## config.mk

```make
export PLATFORM = sky130hd
export DESIGN_NAME = pipe_beat_packer
export DESIGN_NICKNAME = d
export VERILOG_FILES = /design/src/rtl/pipe_beat_packer.sv
export SDC_FILE = /design/constraint.sdc
export NUM_CORES = 1
export LEC_CHECK = 0
export ABC_AREA = 1
export BUFFER_PORTS_ARGS = -buffer_cell sky130_fd_sc_hd__buf_2
export CAP_MARGIN = 20
export CORE_MARGIN = 1
export CORE_UTILIZATION = 50
export DETAILED_ROUTE_END_ITERATION = 8
export GPL_ROUTABILITY_DRIVEN = 1
export PLACE_DENSITY = 0.71
export SLEW_MARGIN = 20
export SYNTH_ARGS = -nofsm -noshare
export SYNTH_HDL_FRONTEND = slang
export SYNTH_SLANG_ARGS = --single-unit
export TNS_END_PERCENT = 30
```

## constraint.sdc

```tcl
create_clock -name clk -period 3.1 [get_ports clk]
set_input_delay 0 -clock clk [delete_from_list [all_inputs] [get_ports clk]]
set_output_delay 0 -clock clk [all_outputs]
set_load 0.1 [all_outputs]
```

## src/rtl/pipe_beat_packer.sv

```systemverilog
// pipe_beat_packer: packs RATIO narrow valid/ready beats into one wide
// registered output word. i_last closes a partial word early, and o_keep
// marks which lanes of that word hold data.
`timescale 1ns/1ps
module pipe_beat_packer #(
    parameter int DWIDTH = 8,
    parameter int RATIO  = 4
) (
    input  logic                      clk,
    input  logic                      rst,
    input  logic [DWIDTH-1:0]         i_data,
    input  logic                      i_valid,
    input  logic                      i_last,
    output logic                      i_ready,
    output logic [DWIDTH*RATIO-1:0]   o_data,
    output logic [RATIO-1:0]          o_keep,
    output logic                      o_last,
    output logic                      o_valid,
    input  logic                      o_ready
);

    localparam int WW = DWIDTH * RATIO;
    localparam int CW = (RATIO > 1) ? $clog2(RATIO) : 1;
    localparam logic [CW-1:0] CNT_MAX = CW'(RATIO - 1);

    // Lane counter and the partially filled word
    logic [CW-1:0]    cnt_q,      cnt_d;
    logic [WW-1:0]    acc_q,      acc_d;
    logic [RATIO-1:0] acc_keep_q, acc_keep_d;

    // Registered output word
    logic [WW-1:0]    data_q,  data_d;
    logic [RATIO-1:0] keep_q,  keep_d;
    logic             last_q,  last_d;
    logic             valid_q, valid_d;

    logic [RATIO-1:0] lane_sel;
    logic [WW-1:0]    merged_data;
    logic [RATIO-1:0] merged_keep;
    logic             accept;
    logic             complete;

    // The upstream skid buffer breaks this combinational o_ready path.
    assign i_ready  = !valid_q || o_ready;
    assign accept   = i_valid && i_ready;
    assign complete = accept && (i_last || (cnt_q == CNT_MAX));

    // Accumulator with the incoming beat dropped into lane cnt_q
    for (genvar gi = 0; gi < RATIO; gi++) begin : g_lane
        assign lane_sel[gi] = (cnt_q == CW'(gi));
        assign merged_data[gi*DWIDTH +: DWIDTH] =
            lane_sel[gi] ? i_data : acc_q[gi*DWIDTH +: DWIDTH];
    end
    assign merged_keep = acc_keep_q | lane_sel;

    // Next-state: drain the output register, then either grow the
    // accumulator or promote the merged word into the output register.
    always_comb begin
        cnt_d      = cnt_q;
        acc_d      = acc_q;
        acc_keep_d = acc_keep_q;
        data_d     = data_q;
        keep_d     = keep_q;
        last_d     = last_q;
        valid_d    = valid_q;

        if (valid_q && o_ready) begin
            valid_d = 1'b0;
        end

        if (accept) begin
            if (complete) begin
                data_d     = merged_data;
                keep_d     = merged_keep;
                last_d     = i_last;
                valid_d    = 1'b1;
                acc_d      = '0;
                acc_keep_d = '0;
                cnt_d      = '0;
            end else begin
                acc_d      = merged_data;
                acc_keep_d = merged_keep;
                cnt_d      = cnt_q + CW'(1);
            end
        end
    end

    // State registers; reset discards both the partial and pending words
    always_ff @(posedge clk or posedge rst) begin
        if (rst) begin
            cnt_q      <= '0;
            acc_q      <= '0;
            acc_keep_q <= '0;
            data_q     <= '0;
            keep_q     <= '0;
            last_q     <= 1'b0;
            valid_q    <= 1'b0;
        end else begin
            cnt_q      <= cnt_d;
            acc_q      <= acc_d;
            acc_keep_q <= acc_keep_d;
            data_q     <= data_d;
            keep_q     <= keep_d;
            last_q     <= last_d;
            valid_q    <= valid_d;
        end
    end

    assign o_data  = data_q;
    assign o_keep  = keep_q;
    assign o_last  = last_q;
    assign o_valid = valid_q;

endmodule
```

==> results.json <==
{
  "worst-path-stages": 7,
  "initial_core_util_pct": 52.0,
  "cts_resized": 0,
  "areaGrowthSynthToFinish_pct": 13.2,
  "h-tree-depth": 3,
  "slowest_stage": "ha_1",
  "leakagePower_nw": 2.43,
  "netSwitchingPower_w": 0.00171,
  "die-area_sq_um": 7450,
  "fin_skew_ps": 7.26,
  "finalSetupViolCount": 0,
  "grt_pass1_vias": 2926,
  "min_path_cells": 4,
  "wl_per_cell_um": 13.6,
  "vdd_ir_drop_max_uv": 467,
  "hold_viol": 0,
  "gp_congestion": 0.717,
  "cp_cell_sequence": "ha_1 > inv_8 > nand2_4 > nand3_1 > buf_4 > nand2_1 > nand2_1",
  "clkPwrFrac_pct": 22.3,
  "min_to": "o_valid",
  "seq_area_frac_synth_pct": 53.5,
  "hold_start": "o_ready",
  "worstReg2RegStart": "cnt_q[1]",
  "std_cell_rows": 30,
  "fp.dieH_um": 86.3,
  "drive_gt1_share_pct": 18.5,
  "critical_path_class": "reg2reg",
  "synth.distinct_cells": 17,
  "slew_headroom_pct": 54.2,
  "clock_path_buffers": 2,
  "fin_crit_ps": 2030,
  "cts_tree": "yes",
  "synth_nets": 456,
  "synth_top_area_cell": "dfrtp_1",
  "ys_seq_elements": 76,
  "ant_nets": 0,
  "dpl.hpwl_um": 4890,
  "die_w_um": 86.3,
  "finalSetupTns_ps": 0,
  "multiInputGateArea_sq_um": 1390,
  "grt_pass1_wl_um": 13600,
  "num-nets-final": 499,
  "crit_top_cell": "nand2_1",
  "cts_sinks": 76,
  "cp_top_family": "simple AND/OR/NAND/NOR gates",
  "required_ps": 3330,
  "r2r-end": "o_data[26]",
  "path_clk_slew_ps": 70,
  "syn_inst": 439,
  "critical-path-max-stage-delay_ps": 460,
  "r2r_cells": 7,
  "portBuffers": 51,
  "worstMarginPinSlew_ps": 687,
  "via_count": 2938,
  "r2r_slack_ps": 1070,
  "dp_cells": 564,
  "hp-class": "in2reg",
  "critPathCaptureType": "flop",
  "drv_cap": 0,
  "p_comb_share_pct": 42.3,
  "critPathArrivalTime_ps": 2250,
  "p_seq_share_pct": 35.4,
  "avgViaCountPerCell": 5.05,
  "cts_made_buffers": 9,
  "p_int_w": 0.00184,
  "grt_max_degree": 67,
  "core_sq_um": 6830,
  "finalNonFillerCells": 582,
  "status": "finished clean",
  "nFillCells": 653,
  "swShare_pct": 48.2,
  "synth.area.top_cells": "dfrtp_1, nand2_1, nand3_1",
  "grt_overflow": 0,
  "netlist_area_sq_um": 3550,
  "register_area_sq_um": 1900,
  "antenna_found_initial": 0,
  "rsz0062_at_grt": "no",
  "drv_slew": 0,
  "timing.final.crit_share_pct": 65.4,
  "wirelength_um": 7940,
  "crit_fanout": 47,
  "drt-pass1-iter-count": 4,
  "io_pins": 52,
  "p_per_area_nw_per_um2": 884,
  "max_freq_mhz": 493,
  "grt.total_usage_pct": 23.8,
  "cts-root-buf": "clkbuf_8",
  "ys.warnings.count": 0,
  "path_buf_inv": 2,
  "diodes": 0,
  "worstSetupStartpointType": "flop",
  "synth_top_area_share_pct": 53.5,
  "synth_area_per_cell_sq_um": 8.10,
  "drc": 0,
  "insertion_delay_ps": 350,
  "initialDrtViolationCount": 239
}
[power groups by stage]
stage / sequential (W) / combinational (W) / clock (W)
3_3_place_gp: 0.00127 / 0.00148 / 0
3_5_place_dp: 0.00128 / 0.00150 / 0
5_1_grt: 0.00128 / 0.00160 / 0.000850
6_report: 0.00126 / 0.00150 / 0.000794
4_1_cts: 0.00126 / 0.00151 / 0.000809
2_1_floorplan: 0.00212 / 0.000440 / 0
[per-layer routing]
layer  track usage [%]  wire length (um)  vias up
li1                  -                 -     1438
met1              32.7              3800     1390
met5                 0                 0        -
met4              9.39               200        0
met3              6.00               351       20
met2              36.6              3600       90
[final cells by class]
cell class | count | area share (%)
repair buffers | 58 | 7.96
clock buffers | 12 | 4.10
clock inverters | 3 | 1.12
inverters | 20 | 2.11
flip-flops and latches | 76 | 47.2
multi-input cells | 317 | 34.5
well taps | 96 | 2.98
[flip-flops by register name, indices dropped and copies added (netlist names)]
name and flops:
acc_keep_q 4, acc_q 32, cnt_q 2, o_data 32
o_keep 4, o_last 1, o_valid 1
[per-stage QoR]
stage	worst slack (ps)	total power (W)	area (sq um)	utilization, %	hold WS (ps)
after floorplan	455	0.00255	3550	-	117
after global placement	1150	0.00276	3780	55.3	82.6
after detailed placement	1100	0.00278	3780	55.3	87.9
after CTS	1080	0.00358	4010	58.7	6.31
after global routing	870	0.00373	4030	58.9	27.6
final	1070	0.00356	4030	58.9	24.9
[cells by family after synthesis]
group	count (synthesis)	synth area share (%)
AO/OA/AOI/OAI	1	0.246
adder cells (fa/ha/maj)	4	1.41
AND/OR/NAND/NOR	312	37.2
flip-flops	76	53.5
buffers and inverters	46	7.67
[worst max-delay path by stage]
stage	from	endpoint	slack, ps
2_1_floorplan	o_valid	o_valid	460
3_3_place_gp	cnt_q[0]	o_data[0]	1150
3_5_place_dp	cnt_q[0]	o_data[26]	1100
4_1_cts	cnt_q[0]	o_data[26]	1080
5_1_grt	cnt_q[0]	o_data[9]	870
6_report	cnt_q[1]	o_data[26]	1070
[layout by cell type (no fill, tap or decap)]
cell type,n
inv_8,1
buf_4,4
clkinvlp_4,2
clkbuf_8,12
dfrtp_1,76
or2_2,4
nand2_1,241
ha_1,4
nand2_4,1
inv_4,1
a21oi_4,1
inv_2,1
buf_8,1
inv_1,17
nand3_1,56
bufinv_16,1
nand3_2,10
dlygate4sd3_1,2
buf_2,51
[tightest hold or removal path, stage by stage]
cell,delay [ps]
buf_2,80
inv_1,60
nand2_1,130
nand2_1,70
[repair_timing]
action | 4_1_cts | 5_1_grt
hold buffers | 2 | 0
hold endpoints to repair | 77 | 0
setup endpoints to repair | 0 | 0
buffers inserted | 0 | 0
[cell usage after synthesis]
library cell / count
dfrtp_1: 76
buf_6: 2
ha_1: 4
or2_2: 4
buf_1: 1
inv_1: 18
buf_2: 10
inv_8: 1
buf_12: 2
a21oi_2: 1
nand3_2: 10
nand2_4: 1
clkbuf_1: 3
buf_4: 8
nand2_1: 241
nand3_1: 56
inv_4: 1
Power figures use the tool's default switching activity.
